### src/rtl/memoryaccess_lsu_pkg.sv
// memoryaccess_lsu_pkg: opcode field positions, FUNCT3 codes and FSM
// states shared by the MemoryAccess stage files.
package memoryaccess_lsu_pkg;

  localparam int FUNCT3_BIT_L = 0;
  localparam int FUNCT3_BIT_M = 2;
  localparam int DATA_MEM_WE  = 3;
  localparam int DATA_MEM_RE  = 4;

  localparam logic [2:0] FUNCT3_B  = 3'b000;
  localparam logic [2:0] FUNCT3_H  = 3'b001;
  localparam logic [2:0] FUNCT3_W  = 3'b010;
  localparam logic [2:0] FUNCT3_BU = 3'b100;
  localparam logic [2:0] FUNCT3_HU = 3'b101;

  typedef enum logic [1:0] {
    ST_IDLE   = 2'd0,
    ST_ACCESS = 2'd1,
    ST_DONE   = 2'd2
  } lsu_state_e;

  // Halfwords need an even offset; words (and unknown sizes) need zero.
  function automatic logic is_misaligned(
    input logic [2:0] f3,
    input logic [1:0] off
  );
    logic r;
    r = |off;
    if (f3 == FUNCT3_B || f3 == FUNCT3_BU)
      r = 1'b0;
    else if (f3 == FUNCT3_H || f3 == FUNCT3_HU)
      r = off[0];
    return r;
  endfunction

endpackage

### src/rtl/memoryaccess_lsu_if.sv
// memoryaccess_lsu_if: req/ack bus between the MemoryAccess stage
// and DataMemory.
interface memoryaccess_lsu_if #(
  parameter int XLEN   = 32,
  parameter int AWIDTH = 14
);
  logic                dmem_req;
  logic                dmem_we;
  logic [AWIDTH-1:0]   dmem_addr;
  logic [XLEN/8-1:0]   dmem_be;
  logic [XLEN-1:0]     dmem_wdata;
  logic [XLEN-1:0]     dmem_rdata;
  logic                dmem_ack;

  modport master (
    output dmem_req, dmem_we, dmem_addr,
    output dmem_be, dmem_wdata,
    input  dmem_rdata, dmem_ack
  );

  modport slave (
    input  dmem_req, dmem_we, dmem_addr,
    input  dmem_be, dmem_wdata,
    output dmem_rdata, dmem_ack
  );
endinterface

### src/rtl/lsu_lane_align.sv
// lsu_lane_align: store lane enables/replication and load
// shift plus sign/zero extension, all combinational.
module lsu_lane_align
  import memoryaccess_lsu_pkg::*;
#(
  parameter int XLEN = 32
) (
  input  logic [2:0]        i_funct3,
  input  logic [1:0]        i_off,
  input  logic [XLEN-1:0]   i_rs2,
  input  logic [XLEN-1:0]   i_rdata,
  output logic [XLEN/8-1:0] o_be,
  output logic [XLEN-1:0]   o_wdata,
  output logic [XLEN-1:0]   o_load
);
  localparam int NB = XLEN / 8;

  logic            w_byte;
  logic            w_half;
  logic            w_sgn;
  logic [1:0]      w_sh;
  logic [XLEN-1:0] w_shifted;

  assign w_byte = (i_funct3 == FUNCT3_B)
               || (i_funct3 == FUNCT3_BU);
  assign w_half = (i_funct3 == FUNCT3_H)
               || (i_funct3 == FUNCT3_HU);
  assign w_sgn  = (i_funct3 == FUNCT3_B)
               || (i_funct3 == FUNCT3_H);

  // Store side: lane select and data replication; unknown sizes act as W
  always_comb begin
    w_sh    = 2'd0;
    o_be    = '1;
    o_wdata = i_rs2;
    unique case (1'b1)
      w_byte: begin
        w_sh    = i_off;
        o_be    = NB'(1) << i_off;
        o_wdata = {NB{i_rs2[7:0]}};
      end
      w_half: begin
        w_sh    = {i_off[1], 1'b0};
        o_be    = NB'(3) << {i_off[1], 1'b0};
        o_wdata = {(NB/2){i_rs2[15:0]}};
      end
      default: ;
    endcase
  end

  assign w_shifted = i_rdata >> {w_sh, 3'b000};

  // Load side: extend the shifted byte/halfword to XLEN
  always_comb begin
    o_load = w_shifted;
    unique case (1'b1)
      w_byte: o_load = {{(XLEN-8){w_sgn & w_shifted[7]}},
                        w_shifted[7:0]};
      w_half: o_load = {{(XLEN-16){w_sgn & w_shifted[15]}},
                        w_shifted[15:0]};
      default: ;
    endcase
  end

endmodule

### src/rtl/memoryaccess_lsu.sv
// memoryaccess_lsu: MemoryAccess stage, req/ack DataMemory access with timeout.
// Optional feature: MISALIGN_TRAP_EN traps misaligned H/W accesses.
module memoryaccess_lsu
  import memoryaccess_lsu_pkg::*;
#(
  parameter int XLEN     = 32,
  parameter int AWIDTH   = 14,
  parameter int OPLEN    = 9,
  parameter int MAX_WAIT = 15
) (
  input  logic              clk,
  input  logic              rst_n,
  input  logic              i_phase_memoryaccess,
  input  logic [OPLEN-1:0]  i_decoded_op_em,
  input  logic              i_jump_state_em,
  input  logic [4:0]        i_rdsel_em,
  input  logic [XLEN-1:0]   i_next_pc_em,
  input  logic [XLEN-1:0]   i_alu_out_em,
  input  logic [XLEN-1:0]   i_rs2data_em,
  memoryaccess_lsu_if.master dmem,
  output logic [OPLEN-1:0]  o_decoded_op_mw,
  output logic              o_jump_state_mw,
  output logic [4:0]        o_rdsel_mw,
  output logic [XLEN-1:0]   o_next_pc_mw,
  output logic [XLEN-1:0]   o_alu_out_mw,
  output logic [XLEN-1:0]   o_mem_out_mw,
  output logic              o_bus_err_mw,
  output logic              o_misalign_mw,
  output logic              o_stall_memoryaccess
);
  localparam int CW = $clog2(MAX_WAIT + 1);

  lsu_state_e       r_state;
  lsu_state_e       w_next;
  logic [CW-1:0]    r_cnt;
  logic [OPLEN-1:0] r_op;
  logic             r_jump;
  logic [4:0]       r_rdsel;
  logic [XLEN-1:0]  r_pc;
  logic [XLEN-1:0]  r_alu;
  logic [XLEN-1:0]  r_rs2;
  logic [XLEN-1:0]  r_mem;
  logic             r_berr;
  logic             r_mis;

  logic             w_memop_em;
  logic             w_mis_em;
  logic             w_stall;
  logic             w_latch;
  logic             w_ack;
  logic             w_tmo;
  logic [XLEN/8-1:0] w_be;
  logic [XLEN-1:0]  w_wdata;
  logic [XLEN-1:0]  w_load;

  assign w_memop_em = i_decoded_op_em[DATA_MEM_WE]
                    | i_decoded_op_em[DATA_MEM_RE];

`ifdef MISALIGN_TRAP_EN
  assign w_mis_em = w_memop_em && is_misaligned(
    i_decoded_op_em[FUNCT3_BIT_M:FUNCT3_BIT_L],
    i_alu_out_em[1:0]);
`else
  assign w_mis_em = 1'b0;
`endif

  // Next state, stall and capture strobes
  always_comb begin
    w_next  = r_state;
    w_stall = 1'b0;
    w_latch = 1'b0;
    w_ack   = 1'b0;
    w_tmo   = 1'b0;
    unique case (r_state)
      ST_IDLE: begin
        if (i_phase_memoryaccess) begin
          w_latch = 1'b1;
          w_next  = ST_DONE;
          if (w_memop_em) begin
            w_stall = 1'b1;
            if (!w_mis_em)
              w_next = ST_ACCESS;
          end
        end
      end
      ST_ACCESS: begin
        if (dmem.dmem_ack) begin
          w_ack  = 1'b1;
          w_next = ST_DONE;
        end else if (r_cnt == CW'(MAX_WAIT)) begin
          w_tmo  = 1'b1;
          w_next = ST_DONE;
        end else begin
          w_stall = 1'b1;
        end
      end
      ST_DONE: begin
        if (!i_phase_memoryaccess)
          w_next = ST_IDLE;
      end
      default: w_next = ST_IDLE;
    endcase
  end

  // State register
  always_ff @(posedge clk or negedge rst_n) begin
    if (!rst_n) r_state <= ST_IDLE;
    else        r_state <= w_next;
  end

  // Wait-state counter, restarted on every new instruction
  always_ff @(posedge clk or negedge rst_n) begin
    if (!rst_n)
      r_cnt <= '0;
    else if (w_latch)
      r_cnt <= '0;
    else if (r_state == ST_ACCESS)
      r_cnt <= r_cnt + 1'b1;
  end

  // Execute-to-WriteBack copies plus access operands held for the bus
  always_ff @(posedge clk or negedge rst_n) begin
    if (!rst_n) begin
      r_op    <= '0;
      r_jump  <= 1'b0;
      r_rdsel <= '0;
      r_pc    <= '0;
      r_alu   <= '0;
      r_rs2   <= '0;
      r_berr  <= 1'b0;
      r_mis   <= 1'b0;
    end else if (w_latch) begin
      r_op    <= i_decoded_op_em;
      r_jump  <= i_jump_state_em;
      r_rdsel <= i_rdsel_em;
      r_pc    <= i_next_pc_em;
      r_alu   <= i_alu_out_em;
      r_rs2   <= i_rs2data_em;
      r_berr  <= 1'b0;
      r_mis   <= w_mis_em;
    end else if (w_tmo) begin
      r_berr  <= 1'b1;
    end
  end

  // Load result capture; a timeout forces it to zero
  always_ff @(posedge clk or negedge rst_n) begin
    if (!rst_n)
      r_mem <= '0;
    else if (w_tmo)
      r_mem <= '0;
    else if (w_ack && !r_op[DATA_MEM_WE])
      r_mem <= w_load;
  end

  lsu_lane_align #(
    .XLEN (XLEN)
  ) u_align (
    .i_funct3 (r_op[FUNCT3_BIT_M:FUNCT3_BIT_L]),
    .i_off    (r_alu[1:0]),
    .i_rs2    (r_rs2),
    .i_rdata  (dmem.dmem_rdata),
    .o_be     (w_be),
    .o_wdata  (w_wdata),
    .o_load   (w_load)
  );

  assign dmem.dmem_req   = (r_state == ST_ACCESS);
  assign dmem.dmem_we    = r_op[DATA_MEM_WE];
  assign dmem.dmem_addr  = {r_alu[AWIDTH-1:2], 2'b00};
  assign dmem.dmem_be    = w_be;
  assign dmem.dmem_wdata = w_wdata;

  assign o_decoded_op_mw      = r_op;
  assign o_jump_state_mw      = r_jump;
  assign o_rdsel_mw           = r_rdsel;
  assign o_next_pc_mw         = r_pc;
  assign o_alu_out_mw         = r_alu;
  assign o_mem_out_mw         = r_mem;
  assign o_bus_err_mw         = r_berr;
  assign o_misalign_mw        = r_mis;
  assign o_stall_memoryaccess = w_stall;

endmodule

### src/flat_wrapper.sv
// flat-port wrapper written by rule: the top's interface ports become plain ports
module memoryaccess_lsu_flat import memoryaccess_lsu_pkg::*;
#(
  parameter int XLEN     = 32,
  parameter int AWIDTH   = 14,
  parameter int OPLEN    = 9,
  parameter int MAX_WAIT = 15
)
  (clk, rst_n, i_phase_memoryaccess, i_decoded_op_em, i_jump_state_em, i_rdsel_em, i_next_pc_em, i_alu_out_em, i_rs2data_em, o_decoded_op_mw, o_jump_state_mw, o_rdsel_mw, o_next_pc_mw, o_alu_out_mw, o_mem_out_mw, o_bus_err_mw, o_misalign_mw, o_stall_memoryaccess, dmem_dmem_req, dmem_dmem_we, dmem_dmem_addr, dmem_dmem_be, dmem_dmem_wdata, dmem_dmem_rdata, dmem_dmem_ack);
  memoryaccess_lsu_if #(.XLEN(XLEN), .AWIDTH(AWIDTH)) dmem_i ();
  input  logic clk;
  input  logic rst_n;
  input  logic i_phase_memoryaccess;
  input  logic [OPLEN-1:0] i_decoded_op_em;
  input  logic i_jump_state_em;
  input  logic [4:0] i_rdsel_em;
  input  logic [XLEN-1:0] i_next_pc_em;
  input  logic [XLEN-1:0] i_alu_out_em;
  input  logic [XLEN-1:0] i_rs2data_em;
  output logic [OPLEN-1:0] o_decoded_op_mw;
  output logic o_jump_state_mw;
  output logic [4:0] o_rdsel_mw;
  output logic [XLEN-1:0] o_next_pc_mw;
  output logic [XLEN-1:0] o_alu_out_mw;
  output logic [XLEN-1:0] o_mem_out_mw;
  output logic o_bus_err_mw;
  output logic o_misalign_mw;
  output logic o_stall_memoryaccess;
  output wire logic [$bits(dmem_i.dmem_req)-1:0] dmem_dmem_req;
  output wire logic [$bits(dmem_i.dmem_we)-1:0] dmem_dmem_we;
  output wire logic [$bits(dmem_i.dmem_addr)-1:0] dmem_dmem_addr;
  output wire logic [$bits(dmem_i.dmem_be)-1:0] dmem_dmem_be;
  output wire logic [$bits(dmem_i.dmem_wdata)-1:0] dmem_dmem_wdata;
  input wire logic [$bits(dmem_i.dmem_rdata)-1:0] dmem_dmem_rdata;
  input wire logic [$bits(dmem_i.dmem_ack)-1:0] dmem_dmem_ack;
  assign dmem_dmem_req = dmem_i.dmem_req;
  assign dmem_dmem_we = dmem_i.dmem_we;
  assign dmem_dmem_addr = dmem_i.dmem_addr;
  assign dmem_dmem_be = dmem_i.dmem_be;
  assign dmem_dmem_wdata = dmem_i.dmem_wdata;
  assign dmem_i.dmem_rdata = dmem_dmem_rdata;
  assign dmem_i.dmem_ack = dmem_dmem_ack;
  memoryaccess_lsu #(.XLEN(XLEN), .AWIDTH(AWIDTH), .OPLEN(OPLEN), .MAX_WAIT(MAX_WAIT)) u_core (.clk(clk), .rst_n(rst_n), .i_phase_memoryaccess(i_phase_memoryaccess), .i_decoded_op_em(i_decoded_op_em), .i_jump_state_em(i_jump_state_em), .i_rdsel_em(i_rdsel_em), .i_next_pc_em(i_next_pc_em), .i_alu_out_em(i_alu_out_em), .i_rs2data_em(i_rs2data_em), .dmem(dmem_i), .o_decoded_op_mw(o_decoded_op_mw), .o_jump_state_mw(o_jump_state_mw), .o_rdsel_mw(o_rdsel_mw), .o_next_pc_mw(o_next_pc_mw), .o_alu_out_mw(o_alu_out_mw), .o_mem_out_mw(o_mem_out_mw), .o_bus_err_mw(o_bus_err_mw), .o_misalign_mw(o_misalign_mw), .o_stall_memoryaccess(o_stall_memoryaccess));
endmodule
### config.mk
export PLATFORM = sky130hd
export DESIGN_NAME = memoryaccess_lsu_flat
export DESIGN_NICKNAME = d
export VERILOG_FILES = /design/src/rtl/memoryaccess_lsu_pkg.sv /design/src/rtl/memoryaccess_lsu_if.sv /design/src/rtl/lsu_lane_align.sv /design/src/rtl/memoryaccess_lsu.sv /design/src/flat_wrapper.sv
export SDC_FILE = /design/constraint.sdc
export NUM_CORES = 1
export LEC_CHECK = 0
export CORE_MARGIN = 1.5
export CORE_UTILIZATION = 37
export CTS_CLUSTER_SIZE = 28
export DETAILED_ROUTE_END_ITERATION = 7
export GPL_ROUTABILITY_DRIVEN = 0
export PLACE_DENSITY = 0.79
export SLEW_MARGIN = 20
export SYNTH_ARGS = -nofsm -noshare
export SYNTH_HDL_FRONTEND = slang
export SYNTH_SLANG_ARGS = --single-unit
export TNS_END_PERCENT = 10
### constraint.sdc
create_clock -name clk -period 1.8 [get_ports clk]
set_input_delay 0.54 -clock clk [delete_from_list [all_inputs] [get_ports clk]]
set_output_delay 0.54 -clock clk [all_outputs]
set_load 0.03 [all_outputs]
==> metrics, run 1 <==
status=complete, but fails checks; failing checks=setup timing; count leader, synth=dfrtp_1; core footprint=0.0174 mm²; Power Total=24.7 mW; worst endpoint required time=between 1 and 1.5 ns; CP Launch Point=u_core.o_decoded_op_mw[0]$_DFFE_PN0P_; final worst path period share=1.24; number of global-route vias before repair=5836; Power Dens Cells=2160 mW/mm²; drt first-iter violations=between 200 and 250; Sink Count=150; max_cap viols=0; Commonest cells post-synth=dfrtp_1, mux2_2, nand2_1; largest cells by area after synthesis=dfrtp_1, mux2_2, buf_4; CP Class=reg2out; io pins=313; post-synthesis sequential area ratio=0.566; CTS Buf Count=17; worst r2r path cells=11; Clock Latency Late Sink=0.42 ns; Via Count=around 5400; main flop type after synthesis=dfrtp_1; first-pass GRT wire length=~32 mm; Routed Antenna Nets=0; Setup crit end=dmem_dmem_wdata[27]; Vias/cell=4.93; n_diodes=0; # DRC=0; non-filler cells, final=around 1100; H-tree depth=4; worst r2r src=u_core.o_decoded_op_mw[0]$_DFFE_PN0P_; WL/cell=roughly 19 µm; chip height=137 µm; cells after synthesis=486; Place WS=-0.445 ns; Final Critical Period=2.23 ns; startpoint types=flop; crit path max fanout=6; endpoints failing setup=66; crit path capture type=primary output; initial antenna violation count=0; mean area per synthesized cell=13.6 µm²; Fin Clk Skew=0.00797 ns; synthesis-to-layout area growth=72.8%; Max VDD drop=approximately 1.1 mV; max frequency=between 400 and 500 MHz; unrepaired setup endpoints after global routing=yes; Yosys cell types=41; Synth area leader=dfrtp_1; CTS tree=built; Initial Utilization=0.381; Post-Syn Area=0.00663 mm²; FP Rows=48; CP arrival=1.69 ns; Clock Root Buffer=clkbuf_16; number of detailed-route iterations in the first pass=4; Hold Path Class=reg2reg; EDFF count, synth=0; Yosys warnings=0; Final #Nets=1002; GRT Total Usage=0.223; DIE WIDTH=137 µm; Yosys top cell area share=0.566; Final Hold Vio Count=0; die area=0.0187 mm²; share of post-route cells with drive strength above 1=0.388; grt ovf=0; FFs w/ async S/R, synth=1.00; WL final=20.7 mm; Leak=5.26 nW; setup ws final=-0.432 ns; Clock transition at path regs=0.06 ns; Clock Path Buffers=2; placed insts=1033; Worst Hold Depth=1; r2r endpoint=u_core.o_mem_out_mw[30]$_DFFE_PN0P_; final setup TNS=-21.64 ns; hpwl dp=14.6 mm; largest net degree at the start of global routing=68; #FFs+latches synth=150; Buffers on Ports=309; fin. max-slew vios=0; Worst R2R Setup Slack=-0.40 ns
-- layout by cell type, fill, tap and decap left out, types with 13 or more instances in the layout --
| cell | count |
|---|---|
| dfrtp_1 | 146 |
| clkdlybuf4s50_1 | 145 |
| mux2_2 | 113 |
| dlygate4sd2_1 | 104 |
| buf_4 | 56 |
| buf_6 | 45 |
| nand2_1 | 44 |
| clkbuf_16 | 18 |
| a22oi_1 | 16 |
| mux2_4 | 15 |
| clkdlybuf4s15_1 | 14 |
| buf_12 | 13 |
-- layer usage --
layer,vias to the layer above,part of all wire,track usage
li1,2463,-,-
met1,2653,0.37,0.248
met2,236,0.52,0.393
met3,27,0.088,0.0815
met4,0,0.017,0.0754
met5,-,0,0
-- area by class of cell --
class                   instances  area [µm²]
multi-input cells             286        2780
clock buffers                  18         429
flip-flops and latches        150        3760
fillers                      1319        5960
repair buffers                398        3970
inverters                       1        7.51
clock inverters                13         229
well taps                     225         282
-- through the flow --
step                utilization  hold slack, ns  cell area (µm²)
finish                    0.658           0.483            11500
global route              0.658           0.498            11500
CTS                       0.648           0.485            11300
detailed placement        0.590           0.409            10300
global placement          0.590           0.402            10300
floorplan                     -           0.244             6700
-- registers in the layout, indices dropped and copies added (netlist names) --
signal                  cells
u_core.r_rs2               32
u_core.o_mem_out_mw        32
u_core.o_decoded_op_mw      9
u_core.r_cnt                4
u_core.o_alu_out_mw        32
u_core.o_jump_state_mw      1
u_core.r_state              2
u_core.o_rdsel_mw           5
u_core.o_next_pc_mw        32
u_core.o_bus_err_mw         1
-- worst min-delay path by stage --
stage / end / slack [ns] / from
6_report: u_core.o_mem_out_mw[10]$_DFFE_PN0P_ / 0.48 / u_core.o_mem_out_mw[10]$_DFFE_PN0P_
5_1_grt: u_core.o_mem_out_mw[10]$_DFFE_PN0P_ / 0.50 / u_core.o_mem_out_mw[10]$_DFFE_PN0P_
3_3_place_gp: u_core.r_rs2[28]$_DFFE_PN0P_ / 0.40 / rst_n
4_1_cts: u_core.o_mem_out_mw[10]$_DFFE_PN0P_ / 0.48 / u_core.o_mem_out_mw[10]$_DFFE_PN0P_
3_5_place_dp: u_core.r_rs2[28]$_DFFE_PN0P_ / 0.41 / rst_n
2_1_floorplan: u_core.o_alu_out_mw[0]$_DFFE_PN0P_ / 0.24 / rst_n
-- report_power, final --
| group | internal, mW | leakage [nW] | switching [mW] |
|---|---|---|---|
| clock | 2.59 | 0.320 | 1.41 |
| combinational | 6.68 | 3.14 | 7.82 |
| sequential | 5.08 | 1.80 | 1.15 |
-- cell families after synthesis --
group                      count (synthesis)  synth area share
other                                      1          0.000565
adders and majority gates                  1           0.00189
muxes                                    145             0.256
and+or+nand+nor                           72            0.0564
AOI/OAI and AO/OA                         64            0.0683
DFF                                      150             0.566
buffers and inverters                     53            0.0507
-- worst max-delay path: stages (launching register included) --
cell and delay, ns:
dfrtp_2 0.48, buf_6 0.16, buf_12 0.14, mux2i_4 0.18, o21ai_2 0.14, buf_6 0.15
-- timing repair --
action,4_1_cts,5_1_grt
buffers inserted,19,5
hold buffers,1,0
gates resized for setup,311,42
pin swaps,17,3
gates cloned,2,1
setup endpoints to repair,192,110
endpoints found under the hold margin,20,0
Power figures use the tool's default switching activity.
==> inputs of run 2 (changes only) <==
- CORE_MARGIN: 1.5 -> 3
==> metrics, run 2 (synthesized netlist as in run 1, its figures left out) <==
unrepaired setup endpoints after global routing=yes; Hold Path Class=in2async; GRT met3 Usage=0.0698 (-0.0117); Fin Clk Skew=0.0168 ns (+0.00879 ns); Routed Antenna Nets=0 (unchanged); crit path capture type=primary output; number of global-route vias before repair=5975 (+2.4%); setup ws final=-0.422 ns (+0.00998 ns); met2 GRT Util=0.370 (-0.0228); Vias/cell=4.92 (-0.30%); drt first-iter violations=272 (+18%); Place WS=-0.444 ns (+0.000545 ns); first-pass GRT wire length=32.2 mm (+1.9%); final setup TNS=-15.24 ns (+6.40 ns); CTS Buf Count=17 (unchanged); Clock Path Buffers=2 (unchanged); GRT Total Usage=0.206 (-0.0174); Leak=5.21 nW (-0.95%); max frequency=450 MHz (+0.45%); chip height=140 µm (+2.2%); number of detailed-route iterations in the first pass=4 (unchanged); max_cap viols=0 (unchanged); Buffers on Ports=309 (unchanged); Min Hold Slack=0.0369 ns (-0.446 ns); most frequent cells in the layout=dfrtp_1, clkdlybuf4s50_1, mux2_2; Power Total=23.8 mW (-3.9%); GR Util met1=0.228 (-0.0203); Final #Nets=1000 (-0.20%); endpoints failing setup=64 (-3.0%); Worst R2R Setup Slack=-0.23 ns (+0.17 ns); Power Dens Cells=2110 mW/mm² (-2.1%); die area=0.0196 mm² (+4.4%); status=complete, but fails checks; crit path max fanout=8 (+2); # DRC=0 (unchanged); final worst path period share=1.23 (-0.00554); FILL cells=1344 (+1.9%); io pins=313 (unchanged); Max VDD drop=1.45 mV (+28%); most common cell after layout, fill and taps aside=dfrtp_1; WL final=20.2 mm (-2.1%); Clock Root Buffer=clkbuf_16; Post-Layout Inst Area=0.0112 mm² (-1.9%); layer carrying the most global-route usage=met2; CP arrival=1.68 ns (about the same); Initial Utilization=0.381 (unchanged); H-tree depth=4 (unchanged); synthesis-to-layout area growth=69.5%; WL/cell=18.6 µm (-2.0%); largest net degree at the start of global routing=42 (-38%); FP Rows=48 (unchanged); DIE WIDTH=140 µm (+2.2%); Via Count=5358 (-0.39%); Placed Area=0.0103 mm² (+0.39%); Clock transition at path regs=0.07 ns (about the same); worst r2r path cells=10 (-1); hpwl dp=15.2 mm (+3.9%); CTS tree=built; n_diodes=0 (unchanged); grt ovf=0 (unchanged); Sink Count=150 (unchanged); startpoint types=flop; CP Class=reg2out; worst endpoint required time=1.26 ns (about the same); Final Hold Vio Count=0 (unchanged); initial antenna violation count=0 (unchanged); failing checks=setup timing; fin. max-slew vios=0 (unchanged); Final Critical Period=2.22 ns (-0.00998 ns); core footprint=0.0174 mm² (unchanged); Clock Latency Late Sink=0.42 ns (about the same); share of post-route cells with drive strength above 1=0.388 (+0.000449)
## run 2: cell types whose count changed in the layout (fill, tap and decap cells not counted), moves of 4 or more
cell | previous run | this run
clkdlybuf4s15_1 | 14 | 10
buf_4 | 56 | 65
buf_6 | 45 | 41
bufinv_16 | 6 | 2
inv_6 | 1 | 5
## run 2: critical path, cell delays in order (launching register included)
cell	delay, ns
dfrtp_2	0.45
nor2_8	0.23
buf_4	0.16
mux2_4	0.30
buf_6	0.14
## run 2: timing repair
action / 4_1_cts / 5_1_grt
hold buffers: 0 / 0
setup endpoints to repair: 193 / 157
setup buffers: 9 / 12
pin swaps: 5 / 1
resized for setup: 297 / 37
gates cloned: 0 / 0
## run 2: layer usage
metal	part of all wire	wire [µm]
met5	0	0
met4	0.021	428
met3	0.080	1610
met2	0.53	10800
met1	0.36	7380
## run 2: cell type report
class | instances | area [µm²] | area share
flip-flops and latches | 150 | 3760 | 0.334
clock inverters | 12 | 140 | 0.0125
multi-input cells | 285 | 2730 | 0.243
inverters | 1 | 6.26 | 0.000557
clock buffers | 20 | 457 | 0.0406
repair buffers | 397 | 3870 | 0.344
well taps | 225 | 282 | 0.0250
## run 2: path summary, 6_finish.rpt
kind,start,endpoint
max,u_core.o_decoded_op_mw[0]$_DFFE_PN0P_,dmem_dmem_wdata[13]
max in group asynchronous,rst_n,u_core.o_alu_out_mw[21]$_DFFE_PN0P_
min in group clk,u_core.o_mem_out_mw[11]$_DFFE_PN0P_,u_core.o_mem_out_mw[11]$_DFFE_PN0P_
min reg2reg,u_core.o_mem_out_mw[11]$_DFFE_PN0P_,u_core.o_mem_out_mw[11]$_DFFE_PN0P_
max reg2reg,u_core.o_decoded_op_mw[0]$_DFFE_PN0P_,u_core.o_mem_out_mw[22]$_DFFE_PN0P_
min,rst_n,u_core.o_mem_out_mw[22]$_DFFE_PN0P_
## run 2: through the flow
step / std cells / util
2_1_floorplan: 488 / -
3_3_place_gp: 1037 / 0.592
3_5_place_dp: 1037 / 0.592
4_1_cts: 1078 / 0.636
5_1_grt: 1090 / 0.645
6_report: 1090 / 0.645
## run 2: report_power, final
| group | internal [mW] | switching, mW |
|---|---|---|
| clock | 2.14 | 1.45 |
| combinational | 6.32 | 7.64 |
| sequential | 5.07 | 1.12 |
